**src/rtl/instr_stage_sequencer.sv**
```systemverilog
// Instruction stage sequencer for the multi-cycle core.
// Holds a small circular fetch queue, issues one instruction at a time and
// steps it through a per-instruction number of stages. Stall holds the
// current stage, flush drops everything, and retirements are counted.
//
// state | meaning
// IDLE  | no instruction executing, waiting for a queued word
// EXEC  | issue_instr is executing, stage counts up to eff_stages-1

module instr_stage_sequencer #(
    parameter int NUM_STAGES  = 5,
    parameter int STAGE_W     = 3,
    parameter int INSTR_W     = 32,
    parameter int FETCH_DEPTH = 2,
    parameter int PTR_W       = 1
) (
    input  logic               clk,
    input  logic               rst,
    input  logic               fetch_valid,
    input  logic [INSTR_W-1:0] fetch_data,
    output logic               fetch_ready,
    input  logic [STAGE_W-1:0] instr_num_stages,
    input  logic               stall,
    input  logic               flush,
    output logic [INSTR_W-1:0] issue_instr,
    output logic               issue_valid,
    output logic [STAGE_W-1:0] stage,
    output logic               stage_last,
    output logic               retire,
    output logic [PTR_W:0]     queue_count,
    output logic [31:0]        retired_count
);

    typedef enum logic {
        IDLE = 1'b0,
        EXEC = 1'b1
    } state_t;

    // One extra bit so NUM_STAGES == 2**STAGE_W still fits.
    localparam logic [STAGE_W:0] MAX_STAGES = (STAGE_W+1)'(NUM_STAGES);
    localparam logic [PTR_W:0]   DEPTH      = (PTR_W+1)'(FETCH_DEPTH);

    state_t             state;
    logic [INSTR_W-1:0] queue_mem [FETCH_DEPTH];
    logic [PTR_W-1:0]   rd_ptr;
    logic [PTR_W-1:0]   wr_ptr;
    logic [INSTR_W-1:0] head;
    logic [STAGE_W:0]   eff_stages;
    logic [STAGE_W-1:0] last_idx;
    logic               push;
    logic               pop;

    // Clamp the decoder's stage count into 1..NUM_STAGES.
    always_comb begin
        eff_stages = {1'b0, instr_num_stages};
        if (instr_num_stages == '0) begin
            eff_stages = (STAGE_W+1)'(1);
        end else if ({1'b0, instr_num_stages} > MAX_STAGES) begin
            eff_stages = MAX_STAGES;
        end
    end

    assign last_idx    = STAGE_W'(eff_stages - 1'b1);
    assign head        = queue_mem[rd_ptr];

    // Ready is taken from the registered count only, so a full queue refuses
    // a push even in a cycle where the head is being popped.
    assign fetch_ready = (queue_count < DEPTH);
    assign stage_last  = issue_valid && (stage == last_idx);
    assign retire      = stage_last && !stall && !flush;

    assign push = fetch_valid && fetch_ready && !flush;
    assign pop  = !flush && !stall && (queue_count != '0) &&
                  ((state == IDLE) || stage_last);

    // Queue storage; contents need no reset because count gates every read.
    always_ff @(posedge clk) begin
        if (push) begin
            queue_mem[wr_ptr] <= fetch_data;
        end
    end

    // Queue pointers and occupancy.
    always_ff @(posedge clk or negedge rst) begin
        if (!rst) begin
            rd_ptr      <= '0;
            wr_ptr      <= '0;
            queue_count <= '0;
        end else if (flush) begin
            rd_ptr      <= '0;
            wr_ptr      <= '0;
            queue_count <= '0;
        end else begin
            if (push) begin
                wr_ptr <= wr_ptr + 1'b1;
            end
            if (pop) begin
                rd_ptr <= rd_ptr + 1'b1;
            end
            case ({push, pop})
                2'b10:   queue_count <= queue_count + 1'b1;
                2'b01:   queue_count <= queue_count - 1'b1;
                default: queue_count <= queue_count;
            endcase
        end
    end

    // Issue / stage FSM with registered outputs and the retire counter.
    always_ff @(posedge clk or negedge rst) begin
        if (!rst) begin
            state         <= IDLE;
            issue_instr   <= '0;
            issue_valid   <= 1'b0;
            stage         <= '0;
            retired_count <= '0;
        end else begin
            case (state)
                IDLE: begin
                    if (pop) begin
                        issue_instr <= head;
                        issue_valid <= 1'b1;
                        stage       <= '0;
                        state       <= EXEC;
                    end
                end
                EXEC: begin
                    if (flush) begin
                        issue_valid <= 1'b0;
                        stage       <= '0;
                        state       <= IDLE;
                    end else if (stall) begin
                        state <= EXEC;
                    end else if (!stage_last) begin
                        stage <= stage + 1'b1;
                    end else begin
                        retired_count <= retired_count + 32'd1;
                        if (pop) begin
                            issue_instr <= head;
                            stage       <= '0;
                        end else begin
                            issue_valid <= 1'b0;
                            stage       <= '0;
                            state       <= IDLE;
                        end
                    end
                end
                default: begin
                    issue_valid <= 1'b0;
                    stage       <= '0;
                    state       <= IDLE;
                end
            endcase
        end
    end

endmodule

```
**config.mk**
```make
export PLATFORM = sky130hd
export DESIGN_NAME = instr_stage_sequencer
export DESIGN_NICKNAME = d
export VERILOG_FILES = /design/src/rtl/instr_stage_sequencer.sv
export SDC_FILE = /design/constraint.sdc
export NUM_CORES = 1
export LEC_CHECK = 0
export BUFFER_PORTS_ARGS = -buffer_cell sky130_fd_sc_hd__buf_2
export CAP_MARGIN = 10
export CORE_ASPECT_RATIO = 1.25
export CORE_MARGIN = 10
export CORE_UTILIZATION = 50
export CTS_CLUSTER_SIZE = 24
export DETAILED_ROUTE_END_ITERATION = 10
export MAX_ROUTING_LAYER = met4
export PLACE_DENSITY = 0.79
export SYNTH_ARGS = -nofsm -noshare
export SYNTH_HDL_FRONTEND = slang
export SYNTH_SLANG_ARGS = --single-unit
export TNS_END_PERCENT = 20
```
**constraint.sdc**
```tcl
create_clock -name clk -period 4.1 [get_ports clk]
set_clock_uncertainty 0.05 [all_clocks]
set_input_delay 0.41 -clock clk [delete_from_list [all_inputs] [get_ports clk]]
set_output_delay 0.41 -clock clk [all_outputs]
set_load 0.05 [all_outputs]
```
== Word level (Yosys, flattened, before mapping) ==
Memory sizes are Yosys's and may differ from the RTL's.
Cells that the tools add are included.
Storage, ports and cells
  input port bits: 40
  RAM bits: 64
  register bits after elaboration: 73
  memories kept: 1
  output and inout port bits: 73
Memory list
  queue_mem: words 2, bits a word 32, read ports 1, clocked after Yosys merged registers in 0, write ports 1, line 44  | logic [INSTR_W-1:0] queue_mem [FETCH_DEPTH];
Operators by class
  bitwise gates (word level): 3
  eq/ne operators: 10
  reductions and logical operators: 20
  $add $sub $neg: 7
  multiplexer cells: 31
  magnitude comparators: 2
Operator list (count)
  32-bit 2-to-1 mux: 4
  32-bit case mux with 2 select lines: 1
  32-bit by 1-bit adder with 32-bit output (second input constant): 1
  3-bit 2-to-1 mux: 6
  1-bit 2-to-1 mux: 15
  3-bit inequality test (second input constant): 3
  1-bit logical AND: 8
  2-bit inequality test (second input constant): 4
  4-bit AND reduction: 2
  3-bit case mux with 2 select lines: 1
  2-bit nonzero test: 3
  1-bit case mux with 2 select lines: 2
  2-bit case mux with 2 select lines: 1
  3-bit by 1-bit adder with 3-bit output (second input constant): 1
  3-bit == test: 1
  3-bit greater-than comparator (second input constant): 1
  3-bit zero test: 1
  1-bit inverter: 3
  3-bit AND reduction: 1
  3-bit nonzero test: 1
  3-bit by 1-bit subtractor with 3-bit output (second input constant): 1
  1-bit adder (second input constant): 2
  2-bit by 1-bit adder with 2-bit output (second input constant): 1
  2-bit by 1-bit == test with 1-bit output (second input constant): 1
  7 further kinds: 8

== Depth between registers and ports, before layout ==
  word-level depth: 13
  mapped depth: 9

== Least setup slack after synthesis ==
Ideal clock, no wire load.
  path type: register -> register
  start: register queue_count[1]
  end: memory queue_mem[0][0] (enable)
  clock period less this slack: 3861 ps
  setup time: 468 ps
  setup slack: 239 ps
  arrival: 3343 ps
  buffers on the path: 0
  stages on the path, launching flop included: 3
  path through: dfrtp_1 > nor2b_1 > nor3b_1
Between the ends
  word-level cells in the longest chain between the ends: 5
Ends and longest elaborated chain
  start: declaration: line 30  | output logic [PTR_W:0] queue_count,
  start signal: assignment: line 101  | 2'b10: queue_count <= queue_count + 1'b1;
  start signal: assignment: line 102  | 2'b01: queue_count <= queue_count - 1'b1;
  start signal: assignment: line 103  | default: queue_count <= queue_count;
  2-bit less-than comparator: line 68  | assign fetch_ready = (queue_count < DEPTH);
  1-bit logical AND (2 in a row): line 72  | assign push = fetch_valid && fetch_ready && !flush;
  1-bit 2-to-1 mux: line 78  | if (push) begin
  1-bit 2-to-1 mux (not written as such): line 79  | queue_mem[wr_ptr] <= fetch_data;
  end: declaration: line 44
Every way passes these cells.

== Worst setup path in the final report ==
  start: input instr_num_stages[2]
  end: output retire
Between the ends
  word-level cells in the longest chain between the ends: 8
  elaborated cells on any way between the ends: 9
Ends and longest elaborated chain
  start: declaration: line 22  | input logic [STAGE_W-1:0] instr_num_stages,
  3-bit greater-than comparator: line 58  | end else if ({1'b0, instr_num_stages} > MAX_STAGES) begin
  3-bit 2-to-1 mux: line 58
  3-bit 2-to-1 mux (*): line 56  | if (instr_num_stages == '0) begin
  3-bit by 1-bit subtractor with 3-bit output (*): line 63  | assign last_idx = STAGE_W'(eff_stages - 1'b1);
  3-bit == test (*): line 69  | assign stage_last = issue_valid && (stage == last_idx);
  1-bit logical AND (*): line 69
  1-bit logical AND (*) (2 in a row): line 70  | assign retire = stage_last && !stall && !flush;
  end: declaration: line 29  | output logic retire,
Mark *: on every way between the ends. The rest lies on a longest branch, timed or not.

==> impl_metrics.xml <==
<?xml version="1.0" encoding="UTF-8"?>
<metrics>
  <group name="outcome">
    <metric name="status" unit="">completed</metric>
  </group>
  <group name="power">
    <metric name="post-layout-total-power" unit="W">0.005055</metric>
    <metric name="power_density" unit="nW/um^2">733.8</metric>
    <metric name="power.ir.vdd_worst" unit="mV">0.4722</metric>
    <metric name="power.static_leakage" unit="nW">2.915</metric>
  </group>
  <group name="detailed_routing">
    <metric name="route.met3.wl" unit="um">942</metric>
    <metric name="routed_len_inst" unit="um">19.49</metric>
    <metric name="route.detailed.drc" unit="">0</metric>
    <metric name="wl_met2" unit="um">6510</metric>
    <metric name="routed-via-count" unit="">3800</metric>
    <metric name="drt-vias-per-instance" unit="">5.672</metric>
    <metric name="firstDrtPassIters" unit="">5</metric>
    <metric name="dr.max_layer_used" unit="">met4</metric>
    <metric name="detail_route.wirelength.met1" unit="um">5384</metric>
    <metric name="total_routed_wirelength" unit="um">13060</metric>
    <metric name="initialDrtViolationCount" unit="">200</metric>
    <metric name="ant_nets" unit="">0</metric>
  </group>
  <group name="global_route">
    <metric name="wire_length_of_the_first_global_routing_pass" unit="um">20820</metric>
    <metric name="grt_start_max_net_pins" unit="">74</metric>
    <metric name="via_count_of_the_first_global_routing_pass" unit="">4238</metric>
    <metric name="groute.usage.overall" unit="%">17.23</metric>
    <metric name="grt_remaining_overflow" unit="">0</metric>
    <metric name="antenna_found_initial" unit="">0</metric>
  </group>
  <group name="sta">
    <metric name="min_period_over_period" unit="%">75.82</metric>
    <metric name="final_hold_viol_count" unit="">0</metric>
    <metric name="clock.fmax" unit="GHz">0.3217</metric>
    <metric name="timing.final.setup_violations" unit="">0</metric>
    <metric name="final.min_clock_period" unit="ns">3.108</metric>
    <metric name="slew_viol_final" unit="">0</metric>
    <metric name="hold-worst-slack" unit="ns">0.07729</metric>
    <metric name="rsz0062_at_grt" unit="">no</metric>
    <metric name="tightestPinTransition" unit="ns">1.038</metric>
    <metric name="setup_tns" unit="ns">0</metric>
    <metric name="slew_headroom" unit="%">30.81</metric>
  </group>
  <group name="floorplanning">
    <metric name="die_area" unit="um^2">15660</metric>
    <metric name="die_w" unit="um">113.9</metric>
    <metric name="design.core.area" unit="um^2">10670</metric>
    <metric name="dieHeight" unit="um">137.4</metric>
    <metric name="rows" unit="">42</metric>
    <metric name="ios" unit="">113</metric>
    <metric name="starting_density_of_the_core" unit="%">51.70</metric>
  </group>
  <group name="synthesis">
    <metric name="postSynthCellCount" unit="">408</metric>
    <metric name="synthesis.nets" unit="">451</metric>
    <metric name="synth_seq_area_share" unit="%">67.97</metric>
    <metric name="synth_top_family_by_area" unit="">simple AND/OR/NAND/NOR gates</metric>
    <metric name="synth-simple-area-share" unit="%">12.21</metric>
    <metric name="yosysWarnings" unit="">0</metric>
    <metric name="register_bit_count_reported_by_yosys" unit="">137</metric>
    <metric name="synth_fa_ha_area_share" unit="%">0.6806</metric>
    <metric name="post_synth_xor_area_fraction" unit="%">6.420</metric>
    <metric name="synth_compound_gate_area_share" unit="%">4.696</metric>
    <metric name="post_synth_mux_area_share" unit="%">6.397</metric>
    <metric name="post_syn_area_per_cell" unit="um^2">13.52</metric>
    <metric name="post_synthesis_cell_type_count" unit="">40</metric>
    <metric name="async_flop_share" unit="%">53.28</metric>
    <metric name="synth-edff-count" unit="">64</metric>
    <metric name="synth_top_flop_cell" unit="">dfrtp_1</metric>
    <metric name="syn-cell-area" unit="um^2">5515</metric>
  </group>
  <group name="final_layout">
    <metric name="area_delta_synth_final" unit="%">24.91</metric>
    <metric name="drive_above_1_share" unit="%">29.55</metric>
    <metric name="layout.filler_cells" unit="">799</metric>
    <metric name="nets" unit="">568</metric>
    <metric name="n_antenna_cell" unit="">0</metric>
  </group>
  <group name="setup_path">
    <metric name="worstSetupStartpointType" unit="">input pin</metric>
    <metric name="cp_num_buf_inv" unit="">2</metric>
    <metric name="worst_ep_arrival_time" unit="ns">2.65</metric>
    <metric name="cpMaxStageDelayCell" unit="">or3_1</metric>
    <metric name="reg2reg_setup_slack" unit="ns">1.78</metric>
    <metric name="reg2reg_to" unit="">retired_count[31]</metric>
    <metric name="timing.setup.critical_path_class" unit="">input pin to output port</metric>
    <metric name="cp.required" unit="ns">3.64</metric>
    <metric name="worstPathCellList" unit="">buf_2 &gt; xnor2_1 &gt; nor2_1 &gt; ha_1 &gt; xor2_1 &gt; nand3_1 &gt; or3_1 &gt; nor3_1 &gt; buf_2</metric>
    <metric name="crit_path_end_kind" unit="">output port</metric>
    <metric name="cp_common_cell" unit="">buf_2</metric>
    <metric name="critical_path_peak_fanout" unit="">6</metric>
    <metric name="worst_r2r_startpoint" unit="">retired_count[7]</metric>
    <metric name="cpPeakStageDelay" unit="ns">0.45</metric>
    <metric name="largest_delay_contributor_family_on_the_critical_path" unit="">simple AND/OR/NAND/NOR gates</metric>
    <metric name="worst_r2r_path_depth" unit="">5</metric>
  </group>
  <group name="run">
    <metric name="max_cap_viol_count" unit="">0</metric>
  </group>
  <group name="clocking">
    <metric name="cts_max_path_buffers" unit="">2</metric>
    <metric name="insertion_delay" unit="ns">0.41</metric>
    <metric name="cts_htree_levels" unit="">4</metric>
    <metric name="cts_hold_repair.buffers" unit="">0</metric>
    <metric name="cts_root_buffer_type" unit="">clkbuf_16</metric>
    <metric name="cts.reportedPaths.clkPinSlew" unit="ns">0.06</metric>
    <metric name="tritoncts" unit="">done</metric>
    <metric name="postCtsSetupBuffers" unit="">0</metric>
    <metric name="cts-buffers-inserted" unit="">17</metric>
    <metric name="post_cts.resized_instances" unit="">0</metric>
    <metric name="cts_num_sinks" unit="">137</metric>
  </group>
  <group name="min_path">
    <metric name="hold_path_class" unit="">input pin to async pin</metric>
  </group>
  <group name="place">
    <metric name="globalplace.congestion" unit="">0.8352</metric>
    <metric name="detailedPlacementHpwl" unit="um">8463</metric>
    <metric name="numPortBuffers" unit="">112</metric>
  </group>
</metrics>
worst max path at each step:
stage	from	end	slack, ns	cells after the start
2_1_floorplan	queue_count[1]	queue_mem[0][0]	0.24	2
3_3_place_gp	instr_num_stages[2]	retired_count[17]	1.10	9
3_5_place_dp	instr_num_stages[2]	retired_count[17]	1.01	9
4_1_cts	instr_num_stages[2]	retire	1.04	9
5_1_grt	instr_num_stages[2]	retire	0.84	9
6_report	instr_num_stages[2]	retire	0.99	9
cell families (layout without fill, tap and decap cells):
family,count (synthesis),after routing
and+or+nand+nor,126,126
buffers and inverters,23,153
DFF,137,137
muxes,35,35
xor gates and xnor gates,38,38
AOI/OAI and AO/OA,46,46
adders and majority gates,3,3
synthesized netlist by cell type (all sizes together) (5+ instances only):
master  count  share of area [%]
dfrtp      73                 33
edfxtp     64                 35
nor3       44                4.0
a21oi      35                3.2
mux2i      33                6.0
xnor2      19                3.2
xor2       18                2.9
clkbuf     15                1.0
nand2      14               0.95
nor2       14               0.95
nand3      13                1.2
nand4      13                1.5
nor4        6               0.68
inv         5               0.34
sequential cells by signal (all words and copies together) (netlist names):
signal,count
wr_ptr,1
retired_count,32
rd_ptr,1
state,1
queue_mem,64
stage,3
issue_instr,32
queue_count,2
issue_valid,1
cell usage in the layout (no fill, tap or decap), types with 4 or more instances in the layout:
cell type | netlist | final
xnor2_1 | 18 | 18
buf_2 | 3 | 111
nor2_1 | 14 | 13
clkbuf_16 | 0 | 17
mux2i_1 | 33 | 33
nand2_1 | 14 | 14
bufinv_16 | 0 | 5
edfxtp_1 | 64 | 64
buf_4 | 0 | 5
inv_6 | 0 | 4
xor2_1 | 18 | 18
dfrtp_1 | 73 | 72
a21oi_1 | 34 | 34
nor3_1 | 44 | 44
nand4_1 | 13 | 13
nand3_1 | 13 | 13
nor4_1 | 6 | 5
inv_1 | 5 | 5
metrics by stage:
stage | instance area [um^2] | std cells | util (%) | worst slack (ns)
3_5_place_dp | 6226 | 638 | 58.36 | 1.014
4_1_cts | 6889 | 670 | 64.58 | 1.043
5_1_grt | 6889 | 670 | 64.58 | 0.8381
6_report | 6889 | 670 | 64.58 | 0.9916
2_1_floorplan | 5515 | 408 | - | 0.2391
3_3_place_gp | 6226 | 638 | 58.36 | 1.099
worst reg2reg max path: cells and delay by family (launching register included):
| kind | cells | cell delay [ns] |
|---|---|---|
| and+or+nand+nor | 4 | 1.58 |
| DFF | 1 | 0.45 |
| xor gates and xnor gates | 1 | 0.18 |
layer usage:
metal | vias to the layer above | track usage [%]
li1 | 1747 | -
met1 | 1860 | 19.56
met2 | 173 | 27.92
met3 | 20 | 4.656
met4 | 0 | 8.020
met5 | - | -
cell type report:
| cell class | instances | area (um^2) | area share [%] |
|---|---|---|---|
| Inverter | 5 | 18.77 | 0.2724 |
| Multi-Input combinational cell | 248 | 1699 | 24.66 |
| Clock inverter | 15 | 237.7 | 3.451 |
| Tap cell | 132 | 165.2 | 2.397 |
| Clock buffer | 17 | 425.4 | 6.175 |
| Timing Repair Buffer | 116 | 593.1 | 8.609 |
| Sequential cell | 137 | 3750 | 54.43 |
power by group:
group	internal, W	switching [W]	total, W
Clock	0.00109	0.000613	0.00171
Sequential	0.00169	0.000224	0.00192
Combinational	0.000384	0.00105	0.00143
Note: power is estimated with default switching activity, not from simulation.
